File: src/rtl/time_set_controller.sv
// time_set_controller: button-driven editor for the clock's time and alarm.
// Fields are edited in 12-hour form (hour, minute, am/pm). The result is then
// committed either as a one-cycle set_time load or into the held alarm registers.
module time_set_controller #(
    parameter int TIMEOUT_CYCLES = 30
) (
    input  logic       clock_sec,
    input  logic       reset_n,
    input  logic       btn_mode,
    input  logic       btn_inc,
    input  logic       btn_dec,
    input  logic       btn_cancel,
    input  logic       target_alarm,
    input  logic [3:0] cur_hour,
    input  logic [5:0] cur_minute,
    input  logic       cur_am_pm,
    output logic       set_time,
    output logic [3:0] set_hour,
    output logic [5:0] set_minute,
    output logic       set_am_pm,
    output logic [3:0] alarm_hour,
    output logic [5:0] alarm_minute,
    output logic       alarm_am_pm,
    output logic       edit_active,
    output logic [1:0] edit_field
);

    localparam int CW = $clog2(TIMEOUT_CYCLES) + 1;

    typedef enum logic [2:0] {IDLE, EDIT_HOUR, EDIT_MIN, EDIT_AMPM, COMMIT} state_t;

    state_t         state, state_nxt;
    logic           mode_prev, inc_prev, dec_prev, cancel_prev;
    logic           mode_e, inc_e, dec_e, cancel_e, any_e, adj;
    logic [3:0]     wh, ld_hour;
    logic [5:0]     wm, ld_minute;
    logic           wap, ld_am_pm, target;
    logic [CW-1:0]  tcnt;
    logic           tmo;

    assign mode_e   = btn_mode   & ~mode_prev;
    assign inc_e    = btn_inc    & ~inc_prev;
    assign dec_e    = btn_dec    & ~dec_prev;
    assign cancel_e = btn_cancel & ~cancel_prev;
    assign any_e    = mode_e | inc_e | dec_e | cancel_e;
    // A field is adjusted only when exactly one of inc/dec fired and nothing
    // with higher priority (cancel, mode) did.
    assign adj      = ~cancel_e & ~mode_e & (inc_e ^ dec_e);
    assign tmo      = ~any_e & (tcnt == CW'(TIMEOUT_CYCLES - 1));

    // Source for the working registers while idle, with illegal values forced legal
    assign ld_hour   = target_alarm ? alarm_hour   : cur_hour;
    assign ld_minute = target_alarm ? alarm_minute : cur_minute;
    assign ld_am_pm  = target_alarm ? alarm_am_pm  : cur_am_pm;

    // Button history; resets high so a button held through reset must be re-pressed
    always_ff @(posedge clock_sec or negedge reset_n) begin
        if (!reset_n) begin
            mode_prev   <= 1'b1;
            inc_prev    <= 1'b1;
            dec_prev    <= 1'b1;
            cancel_prev <= 1'b1;
        end else begin
            mode_prev   <= btn_mode;
            inc_prev    <= btn_inc;
            dec_prev    <= btn_dec;
            cancel_prev <= btn_cancel;
        end
    end

    // State register
    always_ff @(posedge clock_sec or negedge reset_n) begin
        if (!reset_n) state <= IDLE;
        else          state <= state_nxt;
    end

    // Next-state: cancel beats mode, inactivity timeout abandons the edit
    always_comb begin
        state_nxt = state;
        case (state)
            IDLE:      if (mode_e) state_nxt = EDIT_HOUR;
            EDIT_HOUR: if (cancel_e || tmo) state_nxt = IDLE;
                       else if (mode_e)     state_nxt = EDIT_MIN;
            EDIT_MIN:  if (cancel_e || tmo) state_nxt = IDLE;
                       else if (mode_e)     state_nxt = EDIT_AMPM;
            EDIT_AMPM: if (cancel_e || tmo) state_nxt = IDLE;
                       else if (mode_e)     state_nxt = COMMIT;
            COMMIT:    state_nxt = IDLE;
            default:   state_nxt = IDLE;
        endcase
    end

    // Output decode from the state register
    always_comb begin
        edit_active = (state != IDLE);
        set_time    = (state == COMMIT) & ~target;
        case (state)
            EDIT_HOUR: edit_field = 2'd1;
            EDIT_MIN:  edit_field = 2'd2;
            EDIT_AMPM: edit_field = 2'd3;
            default:   edit_field = 2'd0;
        endcase
    end

    // Working registers, target latch and inactivity counter
    always_ff @(posedge clock_sec or negedge reset_n) begin
        if (!reset_n) begin
            wh     <= 4'd12;
            wm     <= 6'd0;
            wap    <= 1'b0;
            target <= 1'b0;
            tcnt   <= '0;
        end else begin
            case (state)
                IDLE: begin
                    target <= target_alarm;
                    wh     <= (ld_hour == 4'd0 || ld_hour > 4'd12) ? 4'd12 : ld_hour;
                    wm     <= (ld_minute > 6'd59) ? 6'd0 : ld_minute;
                    wap    <= ld_am_pm;
                    tcnt   <= '0;
                end
                EDIT_HOUR, EDIT_MIN, EDIT_AMPM: begin
                    if (any_e)     tcnt <= '0;
                    else if (!tmo) tcnt <= tcnt + CW'(1);
                    if (adj) begin
                        case (state)
                            EDIT_HOUR: if (inc_e) wh <= (wh == 4'd12) ? 4'd1  : wh + 4'd1;
                                       else       wh <= (wh == 4'd1)  ? 4'd12 : wh - 4'd1;
                            EDIT_MIN:  if (inc_e) wm <= (wm == 6'd59) ? 6'd0  : wm + 6'd1;
                                       else       wm <= (wm == 6'd0)  ? 6'd59 : wm - 6'd1;
                            default:   wap <= ~wap;
                        endcase
                    end
                end
                default: tcnt <= '0;
            endcase
        end
    end

    // Committed values load on the edge into COMMIT so they are valid alongside set_time
    always_ff @(posedge clock_sec or negedge reset_n) begin
        if (!reset_n) begin
            set_hour     <= 4'd12;
            set_minute   <= 6'd0;
            set_am_pm    <= 1'b0;
            alarm_hour   <= 4'd12;
            alarm_minute <= 6'd0;
            alarm_am_pm  <= 1'b0;
        end else if (state == EDIT_AMPM && state_nxt == COMMIT) begin
            if (!target) begin
                set_hour   <= wh;
                set_minute <= wm;
                set_am_pm  <= wap;
            end else begin
                alarm_hour   <= wh;
                alarm_minute <= wm;
                alarm_am_pm  <= wap;
            end
        end
    end

endmodule

File: config.mk
export PLATFORM = sky130hd
export DESIGN_NAME = time_set_controller
export DESIGN_NICKNAME = d
export VERILOG_FILES = /design/src/rtl/time_set_controller.sv
export SDC_FILE = /design/constraint.sdc
export NUM_CORES = 1
export LEC_CHECK = 0
export BUFFER_PORTS_ARGS = -buffer_cell sky130_fd_sc_hd__buf_2
export CAP_MARGIN = 20
export CORE_ASPECT_RATIO = 1.1
export CORE_MARGIN = 1.5
export CORE_UTILIZATION = 34
export DETAILED_ROUTE_END_ITERATION = 8
export SYNTH_ARGS = -nofsm -noshare
export SYNTH_HDL_FRONTEND = slang
export SYNTH_SLANG_ARGS = --single-unit
File: constraint.sdc
create_clock -name clock_sec -period 1.76 [get_ports clock_sec]
set_input_delay 0.088 -clock clock_sec [delete_from_list [all_inputs] [get_ports clock_sec]]
set_output_delay 0.088 -clock clock_sec [all_outputs]
set_load 0.01 [all_outputs]
## After elaboration in Yosys (flattened, before gate mapping)

Cells that the tools add are included.

- Equal/unequal tests: 14
- Magnitude comparators: 2
- Add/sub/neg operators: 5
- Mux-type cells: 32
- Bitwise gates (word level): 21
- Reduce and logical (&&, ||, !) cells: 15

Operator list:

| operator | count |
|---|---|
| 6-bit 2-to-1 mux | 10 |
| 4-bit 2-to-1 mux | 7 |
| 3-bit 2-to-1 mux | 7 |
| 6-bit by 1-bit adder with 6-bit output, second input constant | 2 |
| 3-bit one-hot mux with 4 select lines | 1 |
| 6-bit one-hot mux with 2 select lines | 1 |
| 1-bit inverter | 9 |
| 3-bit AND reduction | 3 |
| 1-bit bitwise AND | 8 |
| 2-bit inequality test, second input constant | 4 |
| 4-bit one-hot mux with 2 select lines | 1 |
| 3-bit by 2-bit == test with 1-bit output, second input constant | 2 |
| 3-bit == test, second input constant | 2 |
| 6-bit by 5-bit == test with 1-bit output, second input constant | 1 |
| 6-bit == test, second input constant | 1 |
| 6-bit > comparator, second input constant | 1 |
| 6-bit zero test | 1 |
| 2-bit one-hot mux with 3 select lines | 1 |
| 6-bit by 1-bit subtractor with 6-bit output, second input constant | 1 |
| 4-bit by 1-bit adder with 4-bit output, second input constant | 1 |
| 4-bit by 1-bit == test with 1-bit output, second input constant | 1 |
| 4-bit == test, second input constant | 1 |
| 4-bit > comparator, second input constant | 1 |
| 4-bit zero test | 1 |
| other kinds (15) | 21 |

- Input bits: 18
- Register bits: 47
- Output and inout port bits: 26

## Depth between registers and ports, before layout

Gate-level depths: netlist of run 1.

- Word-level depth: 13
- Mapped depth: 8

## Worst setup path after synthesis of run 1

OpenSTA, ideal clock, no wires.

- Path type: reg2reg
- Start point: register wm[0]
- End point: register wm[2]
- Arrival: 1.605 ns
- Setup slack: 0.029 ns
- Data required time: 1.634 ns
- Cell stages (with the launch flop): 9
- Cells stage by stage: dfrtp_1 -> clkbuf_2 -> inv_1 -> ha_1 -> nor2b_1 -> nand2_1 -> a311o_1 -> a32oi_1 -> a21oi_1

- Word-level cells in the longest chain between the ends: 6
- Elaborated cells between the ends (all ways): 10

RTL lines:

| what | line | RTL |
|---|---|---|
| from (decl) | 36 | `logic [5:0] wm, ld_minute;` |
| from (signal assigned) | 118 | `wm <= (ld_minute > 6'd59) ? 6'd0 : ld_minute;` |
| from (signal assigned) | 129 | `EDIT_MIN: if (inc_e) wm <= (wm == 6'd59) ? 6'd0 : wm + 6'd1;` |
| from (signal assigned) | 130 | `else wm <= (wm == 6'd0) ? 6'd59 : wm - 6'd1;` |
| 6-bit by 1-bit subtractor with 6-bit output (tied with other cells) | 130 |  |
| 6-bit 2-to-1 mux (on tied branches) | 130, 129 |  |
| 6-bit 2-to-1 mux * | 129 |  |
| 6-bit 2-to-1 mux * | 126 | `case (state)` |
| 6-bit 2-to-1 mux * | 125 | `if (adj) begin` |
| 6-bit one-hot mux with 2 select lines * | 114 | `case (state)` |

Mark *: on every way between the ends. The rest lies on a longest branch, timed or not. The select of a mux whose other input is x is not followed.
A chain may end at the register's enable or synchronous reset.

## Worst setup path in the final report of run 1

- Start point: register cancel_prev
- End point: register set_hour[1]

- Word-level cells in the longest chain between the ends: 11
- Elaborated cells between the ends (all ways): 13

RTL lines:

| what | line | RTL |
|---|---|---|
| from (decl) | 33 | `logic mode_prev, inc_prev, dec_prev, cancel_prev;` |
| from (signal assigned) | 67 | `cancel_prev <= btn_cancel;` |
| 1-bit inverter * | 44 | `assign cancel_e = btn_cancel & ~cancel_prev;` |
| 1-bit bitwise AND * | 44 |  |
| 1-bit OR | 45 | `assign any_e = mode_e \| inc_e \| dec_e \| cancel_e;` |
| 1-bit inverter | 49 | `assign tmo = ~any_e & (tcnt == CW'(TIMEOUT_CYCLES - 1));` |
| 1-bit bitwise AND | 49 |  |
| 1-bit logical OR * | 82, 84, 86 |  |
| 3-bit 2-to-1 mux (on tied branches) | 86, 82, 84 |  |
| 3-bit one-hot mux with 4 select lines * | 80 | `case (state)` |
| named net state_nxt[2] | 32 | `state_t state, state_nxt;` |
| 3-bit == test * | 149 | `end else if (state == EDIT_AMPM && state_nxt == COMMIT) begin` |
| 1-bit logical AND * | 149 |  |
| 2-bit AND reduction (no source line) * | -- |  |
| to (signal assigned) | 151 | `set_hour <= wh;` |
| to (decl) | 18 | `output logic [3:0] set_hour,` |

Mark *: on every way through the listed nets, which the timed path passes. The rest lies on a longest branch.

==> results of run 1 <==
-- metal layers --
metal / up-vias / share of wire
li1: 1148 / -
met1: 1113 / 0.49
met2: 59 / 0.45
met3: 7 / 0.039
met4: 0 / 0.013
met5: - / 0
-- per-stage QoR --
stage               worst slack (ns)  cell area, um^2
floorplan                     0.0292             2920
global placement              0.0247             3390
detailed placement           -0.0177             3390
CTS                           0.0159             3560
global route                 -0.0412             3600
finish                        0.0407             3600
-- layout make-up --
type                    instances  area, um^2  share of cell area
clock buffers                   6        82.6              0.0229
repair buffers                 80         531               0.147
inverters                       9        33.8             0.00938
clock inverters                 2        35.0             0.00973
multi-input cells             203        1590               0.442
well taps                     111         139              0.0386
flip-flops and latches         47        1190               0.330
-- power groups by stage --
stage	Clock [mW]	Combinational, mW	Sequential [mW]
after global routing	0.907	2.56	1.87
after global placement	0	2.25	1.82
after floorplan	0	1.51	1.74
final	0.834	2.33	1.81
after CTS	0.859	2.31	1.81
after detailed placement	0	2.29	1.82
-- cells by family after synthesis --
| family | after synthesis |
|---|---|
| adders and majority gates | 8 |
| AOI/OAI and AO/OA | 67 |
| muxes | 34 |
| buffers and inverters | 30 |
| DFF | 47 |
| xor gates and xnor gates | 7 |
| and+or+nand+nor | 87 |
-- placed cells by master (no fill, tap or decap), drive strengths merged, types with 3 or more instances in the layout --
| cell | instances |
|---|---|
| a31oi | 9 |
| o21bai | 3 |
| xnor2 | 5 |
| nor2b | 8 |
| dfstp | 10 |
| mux2 | 30 |
| o211ai | 4 |
| a2111oi | 4 |
| nor3 | 6 |
| nand4 | 4 |
| a21o | 3 |
| a211oi | 4 |
| ha | 8 |
| buf | 75 |
| nand3 | 10 |
| mux2i | 4 |
| clkbuf | 6 |
| dlygate4sd3 | 5 |
| nand2 | 19 |
| and3 | 3 |
| inv | 9 |
| o21ai | 9 |
| nor2 | 23 |
| a21oi | 14 |
| dfrtp | 37 |
-- worst max-delay path by stage --
| stage | end | slack, ns | cells after the start |
|---|---|---|---|
| final | set_hour[1]$_DFFE_PN0P_ | 0.04 | 5 |
| after global routing | set_hour[1]$_DFFE_PN0P_ | -0.04 | 5 |
| after CTS | set_hour[1]$_DFFE_PN0P_ | 0.02 | 5 |
| after detailed placement | alarm_hour[0]$_DFFE_PN0P_ | -0.02 | 6 |
| after global placement | alarm_minute[0]$_DFFE_PN0P_ | 0.02 | 6 |
| after floorplan | wm[2]$_DFFE_PN0P_ | 0.03 | 8 |
-- flip-flops by register name (all words and copies together), names as in the netlist --
register,cells
alarm_am_pm,1
alarm_hour,4
alarm_minute,6
cancel_prev,1
dec_prev,1
inc_prev,1
mode_prev,1
set_am_pm,1
set_hour,4
set_minute,6
state,3
target,1
tcnt,6
wap,1
wh,4
wm,6
-- worst register-to-register path, cell delays in order (launching register included) --
cell	delay (ns)
sky130_fd_sc_hd__dfstp_2	0.52
sky130_fd_sc_hd__and2b_1	0.22
sky130_fd_sc_hd__nor3b_4	0.21
sky130_fd_sc_hd__nor2b_4	0.21
sky130_fd_sc_hd__buf_12	0.16
sky130_fd_sc_hd__mux2_4	0.30
-- what timing repair did --
item	in CTS	in global routing
pin swaps	0	1
endpoints found under the hold margin	41	0
setup buffers	0	1
gates resized for setup	1	9
endpoints found under the setup margin	6	21
hold buffers	5	0
==> results.env, run 1 <==
STATUS='completed'
GPL_WTD_CONG=0.811
P_PER_AREA_mW_PER_MM2=1380
WHS_PATH_DEPTH=5
TOTAL_CONGESTION_OVERFLOW=0
NUMCTSBUFFERS=5
START_UTIL=0.349
CORE_AREA_MM2=0.00836
ANTENNA_VIOLATIONS_BEFORE_REPAIR=0
SYNTH_LARGEST_TYPE_AREA_FRACTION=0.317
TOP_LEVEL_PORTS=44
CLKSINKCOUNT=47
R2R.WORST_PATH.CELLS=5
HOLD_WS_NS=0.229
SYNTH.CELL_AREA_MM2=0.00292
CTS.ROOT.BUFFER_CELL='sky130_fd_sc_hd__clkbuf_8'
CRITICAL-PATH-MAX-STAGE-DELAY_NS=0.52
DIE_AREA_MM2=0.00915
MUXSHAREOFSYNTHAREA=0.147
SYNTH_COMPOUND_GATE_AREA_SHARE=0.159
SYNTH_FP_NETS=306
CLK_PIN_SLEW_WORST_PATHS_NS=0.09
CRIT_ARRIVAL_NS=1.91
GLOBAL_ROUTE.USAGE.MET2=0.241
POWER_FRAC_COMB=0.468
SYNTH_TOP_CELLS_BY_AREA='sky130_fd_sc_hd__dfrtp_1, sky130_fd_sc_hd__dfstp_2, sky130_fd_sc_hd__mux2_4, sky130_fd_sc_hd__mux2_2, sky130_fd_sc_hd__ha_1'
SYNTH-SEQ-AREA-SHARE=0.407
LEAKAGE_POWER_SUMMED_OVER_ALL_CELLS_nW=1.70
HOLD_PATH_STARTPOINT='cur_hour[0]'
SETUP_TNS_NS=0
FINISH.CELL_COUNT_WITHOUT_FILLERS=458
GRT_PASS1_VIAS=2220
TIMING.CRITICAL_PATH.MAX_DELAY_FAMILY='simple AND/OR/NAND/NOR gates'
SYNTH-WARNING-COUNT=0
FP.DIEW_UM=91.3
PORT-BUFFER-COUNT=43
FINISH.UTILIZATION=0.431
POST-LAYOUT-TOTAL-POWER_mW=4.98
YOSYS.AREA.TOP_TYPE='sky130_fd_sc_hd__dfrtp_1'
SLEW_VIOLATIONS=0
YS_DOMINANT_REG_CELL='sky130_fd_sc_hd__dfrtp_1'
SHARE_OF_FINAL_LAYOUT_STANDARD_CELLS_STRONGER_THAN_DRIVE_STRENGTH_1=0.412
SYNTH_SIMPLE_GATE_AREA_FRAC=0.168
SETUP.WORST_PATH.START='cancel_prev$_DFF_PN1_'
CRITPATHBUFINV=1
WORSTSKEWPAIRLATENCY_NS=0.30
INSERTEDDIODECOUNT=0
GRT_USE_MET3=0.0311
DETAILROUTE.VIA_COUNT=2327
FINAL.PERIOD_UTILIZATION=0.977
POSTSYNTHCELLCOUNT=280
WORST_PATH_MAX_DELAY_CELL='sky130_fd_sc_hd__dfstp_2'
MAX-CLOCK-PATH-BUFFERS=2
MAXSLEWHEADROOM=0.604
GLOBAL_ROUTE.USAGE.TOTAL=0.153
ROUTEDWLPERCELL_UM=14.9
NUMBER_OF_SYNTHESIZED_REGISTER_BITS=47
MIN_PATH_TYPE='in2reg'
POWER_SWITCHING_mW=1.88
GRT_PASS1_WL_MM=11.0
GLOBAL_ROUTE_LAYER_WITH_THE_GREATEST_USAGE='met2'
DRC_ERRORS=0
SYNTH-ASYNC-RESET-RATIO=1.00
GRT.MET1_USAGE=0.213
TIMING.HOLD.WORST_ENDPOINT='wh[0]$_DFFE_PN0P_'
FILLER_CELL_COUNT=795
TRITONCTS='yes'
DRT-PASS1-ITER-COUNT=4
PWR-SHARE-CLK=0.168
POST_SYNTH_NUM_CELL_TYPES=64
MAIN_COMBINATIONAL_CELL_FAMILY_BY_AREA_AFTER_SYNTHESIS='simple AND/OR/NAND/NOR gates'
STD_CELL_ROWS=35
TIMING.CRITICAL_PATH.CELLS='and2b_1, nor3b_4, nor2b_4, buf_12, mux2_4'
GRT_MAX_DEGREE=48
GRT_SETUP_UNREPAIRED='yes'
HALF_PERIMETER_WIRE_LENGTH_AFTER_PLACEMENT_MM=5.01
DRTANTENNAVIOLNETS=0
SHARE_SEQ_OF_TOTAL_POWER=0.364
SYNTH_XOR_AREA_FRAC=0.0236
FINALNETCOUNT=372
RR_STARTPOINT='cancel_prev$_DFF_PN1_'
REQUIRED_TIME_OF_THE_WORST_SETUP_PATH_NS=1.95
AREA_GROWTH_PCT=23.4
SYNTH_AREA_PER_CELL_UM2=10.4
HTREEDEPTH=2
PIN_SLEW_WITH_THE_LEAST_HEADROOM_TO_ITS_LIMIT_NS=0.594
SYNTH-EDFF-COUNT=0
LAYOUT_MIN_CYCLE_TIME_NS=1.72
YOSYS-TOP-CELLS-COUNT='sky130_fd_sc_hd__dfrtp_1, sky130_fd_sc_hd__nor2_1, sky130_fd_sc_hd__nand2_1'
MAX_CAP_VIOL_COUNT=0
POST_SYNTHESIS_SHARE_OF_CELL_AREA_SPENT_ON_FULL_ADDERS_HALF_ADDERS_AND_MAJORITY_GATES=0.0343
DETAILEDROUTE.FIRSTITERATIONVIOLATIONS=112
DIE_HEIGHT_UM=100
FINALHOLDVIOLATIONS=0
WORST-SETUP-PATH-TYPE='reg2reg'
TOTAL_OF_ENDPOINTS_WITH_NEGATIVE_SETUP_SLACK_IN_THE_FINAL_REPORT=0
REGTOREGSETUPSLACK_NS=0.04
PLACE_INST=444
FINALWIRELENGTH_MM=6.80
DRT-VIAS-PER-INSTANCE=5.08
SWITCHING_SHARE=0.379
CLOCK.FMAX_MHz=582
R2R-END='set_hour[1]$_DFFE_PN0P_'
SYNTHMOSTINSTANTIATEDCELL='sky130_fd_sc_hd__dfrtp_1'
CELL_INTERNAL_PWR_mW=3.09
WORST_IR_DROP_VDD_uV=482
CRIT_PATH_END_KIND='register'
FINCLKSKEW_NS=0.00596
CRITICAL_PATH.STARTPOINT_TYPE='register'
CRIT_PATH_MAX_FANOUT=10
(Power assumes the default switching activity.)
==> run 2: changes to the inputs <==
- ABC_AREA: unset -> 1
- CORE_UTILIZATION: 34 -> 45
- PLACE_DENSITY: unset -> 0.68
==> run 2 against run 1 <==
Net effect:
- clock power down 26%
- wire length down 5.7%
- non-clock buffer count down 12
- combinational power down 7%
- setup slack better by 0.045 ns
- synthesized cell count up 38%
- global-route usage up 5.1 points
- core utilization up 14 points
- sequential power up 8%
- sequential share of layout area up 2.3 points
- maximum frequency up 2.7%
- critical endpoint is now alarm_minute[4]$_DFFE_PN0P_
==> results.env, run 2 <==
GLOBAL_ROUTE.USAGE.TOTAL=0.204
CRIT_PATH_END_KIND='register'
GRT_SETUP_UNREPAIRED='yes'
SYNTH_SIMPLE_GATE_AREA_FRAC=0.368
YOSYS.AREA.TOP_TYPE='sky130_fd_sc_hd__dfrtp_1'
FINCLKSKEW_NS=0.0106
YS_DOMINANT_REG_CELL='sky130_fd_sc_hd__dfrtp_1'
POST_SYNTHESIS_SHARE_OF_CELL_AREA_SPENT_ON_FULL_ADDERS_HALF_ADDERS_AND_MAJORITY_GATES=0.0361
FINALNETCOUNT=473
GRT_PASS1_WL_MM=10.9
DRTANTENNAVIOLNETS=0
SYNTH-SEQ-AREA-SHARE=0.429
FINAL_CRITICAL_PATH_SETUP_SLACK_NS=0.0856
MET3_WIRELENGTH_FROM_DETAILED_ROUTING_UM=345
WORST_IR_DROP_VDD_uV=799
SETUP.WORST_PATH.START='tcnt[0]$_DFFE_PN0P_'
SYNTH_AREA_PER_CELL_UM2=7.17
SYNTH_XOR_AREA_FRAC=0.0316
MET2WIRELENGTH_MM=2.87
TRITONCTS='yes'
SYNTH_TOP_CELLS_BY_AREA='sky130_fd_sc_hd__dfrtp_1, sky130_fd_sc_hd__nand2_1, sky130_fd_sc_hd__dfstp_2, sky130_fd_sc_hd__nand3_1, sky130_fd_sc_hd__nor2_1'
CLK_PIN_SLEW_WORST_PATHS_NS=0.09
SYNTH_FP_NETS=413
SYNTH-WARNING-COUNT=0
CELL_INTERNAL_PWR_mW=2.64
CRIT_ARRIVAL_NS=1.87
SYNTH_LARGEST_TYPE_AREA_FRACTION=0.334
RR_STARTPOINT='tcnt[0]$_DFFE_PN0P_'
MUXSHAREOFSYNTHAREA=0
WORST-SETUP-PATH-TYPE='reg2reg'
GPL_WTD_CONG=0.882
REQUIRED_TIME_OF_THE_WORST_SETUP_PATH_NS=1.95
FINALWIRELENGTH_MM=6.41
DRT-VIAS-PER-INSTANCE=4.94
WL_MET1_MM=3.12
SYNTH.CELL_AREA_MM2=0.00277
HIGHEST-SIGNAL-LAYER='met4'
FINAL.PERIOD_UTILIZATION=0.951
SWITCHING_SHARE=0.442
NUMCTSBUFFERS=5
FP.DIEW_UM=77.9
P_PER_AREA_mW_PER_MM2=1410
LAYOUT_CELL_AREA_EXCL_FILL_MM2=0.00337
TOP_LEVEL_PORTS=44
HTREEDEPTH=2
AREA_GROWTH_PCT=21.5
DIE_HEIGHT_UM=85.3
CORE_AREA_MM2=0.00588
LAYOUT_MIN_CYCLE_TIME_NS=1.67
POWER_FRAC_COMB=0.457
SETUP_TNS_NS=0
NUMBER_OF_SYNTHESIZED_REGISTER_BITS=47
MAX_CAP_VIOL_COUNT=0
PLACE_AREA_MM2=0.00311
YOSYS-TOP-CELLS-COUNT='sky130_fd_sc_hd__nand2_1, sky130_fd_sc_hd__nand3_1, sky130_fd_sc_hd__dfrtp_1'
POST-PLACE-WS_NS=0.0381
TOTAL_OF_ENDPOINTS_WITH_NEGATIVE_SETUP_SLACK_IN_THE_FINAL_REPORT=0
DETAILEDROUTE.FIRSTITERATIONVIOLATIONS=140
INSERTEDDIODECOUNT=0
FINAL_CELL_MIX='sky130_fd_sc_hd__nand2_1, sky130_fd_sc_hd__nand3_1, sky130_fd_sc_hd__buf_2, sky130_fd_sc_hd__dfrtp_1, sky130_fd_sc_hd__nor2_1'
START_UTIL=0.472
POST_SYNTH_NUM_CELL_TYPES=27
FINISH.UTILIZATION=0.573
HALF_PERIMETER_WIRE_LENGTH_AFTER_PLACEMENT_MM=4.70
PLACE_INST=504
TOTAL_CONGESTION_OVERFLOW=0
MAXSLEWHEADROOM=0.664
PORT-BUFFER-COUNT=43
REGTOREGSETUPSLACK_NS=0.09
DRC_ERRORS=0
CLOCK.FMAX_MHz=597
SYNTH_COMPOUND_GATE_AREA_SHARE=0.0650
GRT_MAX_DEGREE=28
PIN_SLEW_WITH_THE_LEAST_HEADROOM_TO_ITS_LIMIT_NS=0.505
CRIT_PATH_MAX_FANOUT=11
CRITICAL_PATH.STARTPOINT_TYPE='register'
SLEW_VIOLATIONS=0
SYNTHMOSTINSTANTIATEDCELL='sky130_fd_sc_hd__nand2_1'
SYNTH-ASYNC-RESET-RATIO=1.00
MIN_PATH_TYPE='in2reg'
ANTENNA_VIOLATIONS_BEFORE_REPAIR=0
STD_CELL_ROWS=29
SHARE_SEQ_OF_TOTAL_POWER=0.412
MAX-CLOCK-PATH-BUFFERS=2
SYNTH-EDFF-COUNT=0
R2R.WORST_PATH.CELLS=10
STATUS='completed'
FILLER_CELL_COUNT=580
MAIN_COMBINATIONAL_CELL_FAMILY_BY_AREA_AFTER_SYNTHESIS='simple AND/OR/NAND/NOR gates'
DETAILROUTE.VIA_COUNT=2596
LAYOUT.CELLS.MOST_COMMON='sky130_fd_sc_hd__nand2_1'
ROUTEDWLPERCELL_UM=12.2
LEAKAGE_POWER_SUMMED_OVER_ALL_CELLS_nW=1.79
CP-ENDPOINT='alarm_minute[4]$_DFFE_PN0P_'
WHS_PATH_DEPTH=5
DIE_AREA_MM2=0.00664
PWR-SHARE-CLK=0.131
R2R-END='alarm_minute[4]$_DFFE_PN0P_'
POSTSYNTHCELLCOUNT=387
WORSTSKEWPAIRLATENCY_NS=0.29
GRT_PASS1_VIAS=2361
CTS.ROOT.BUFFER_CELL='sky130_fd_sc_hd__clkbuf_8'
SHARE_OF_FINAL_LAYOUT_STANDARD_CELLS_STRONGER_THAN_DRIVE_STRENGTH_1=0.210
POWER_SWITCHING_mW=2.10
FINALHOLDVIOLATIONS=0
FINISH.CELL_COUNT_WITHOUT_FILLERS=525
CLKSINKCOUNT=47
DRT-PASS1-ITER-COUNT=4
==> run 2: timing repair <==
item / in CTS / in global routing
buffers inserted: 0 / 7
gates resized for setup: 0 / 11
endpoints found under the hold margin: 16 / 0
hold buffers: 5 / 0
endpoints found under the setup margin: 0 / 22
==> run 2: power by group through the flow <==
stage,registers (mW),clock network [mW],logic [mW]
after detailed placement,1.95,0,2.09
after global routing,2.02,0.689,2.50
final,1.95,0.620,2.17
after floorplan,1.83,0,1.54
after global placement,1.95,0,2.05
after CTS,1.93,0.636,2.11
==> run 2: final cells by class <==
class                      instances  area (um^2)  area share
inverter                          33          124      0.0367
tap                               77         96.3      0.0286
sequential                        47         1190       0.353
clock inverter                     1         5.00     0.00148
timing repair buffer              68          457       0.135
clock buffer                       7         76.3      0.0226
multi-input combinational        292         1420       0.422
==> run 2: kinds of logic after synthesis <==
family                     Yosys count
and+or+nand+nor                    241
buffers and inverters               48
DFF                                 47
AOI/OAI and AO/OA                   33
xor gates and xnor gates            10
adders and majority gates            8
==> run 2: through the flow <==
step,hold slack [ns],power [mW]
CTS,0.201,4.68
finish,0.203,4.74
floorplan,-0.208,3.37
global placement,0.0871,4.00
detailed placement,0.0951,4.04
global route,0.237,5.21
==> run 2: critical path: stages, from the launching register on <==
cell and delay (ns):
sky130_fd_sc_hd__dfrtp_1 0.42, sky130_fd_sc_hd__ha_1 0.23, sky130_fd_sc_hd__nand3_2 0.08, sky130_fd_sc_hd__nor2_2 0.04, sky130_fd_sc_hd__nand2_1 0.07, sky130_fd_sc_hd__nand2_2 0.08
sky130_fd_sc_hd__nor3_4 0.21, sky130_fd_sc_hd__buf_6 0.19, sky130_fd_sc_hd__nand2_4 0.11, sky130_fd_sc_hd__nand2_1 0.10, sky130_fd_sc_hd__nand2_1 0.05
==> run 2: routing by layer <==
layer | vias to the layer above | track usage
li1 | 1353 | -
met2 | 74 | 0.308
met3 | 9 | 0.0366
met5 | - | 0
met1 | 1160 | 0.298
met4 | 0 | 0.0579
==> run 2: worst min path at each step <==
stage                              from                 endpoint  slack [ns]
after floorplan                 reset_n  alarm_am_pm$_DFFE_PN0P_       -0.21
after global placement          reset_n      tcnt[2]$_DFFE_PN0P_        0.09
after detailed placement        reset_n      tcnt[1]$_DFFE_PN0P_         0.1
after CTS                 cur_minute[2]        wm[2]$_DFFE_PN0P_        0.20
after global routing       target_alarm       target$_DFFE_PN0P_        0.24
final                     cur_minute[2]        wm[2]$_DFFE_PN0P_        0.20
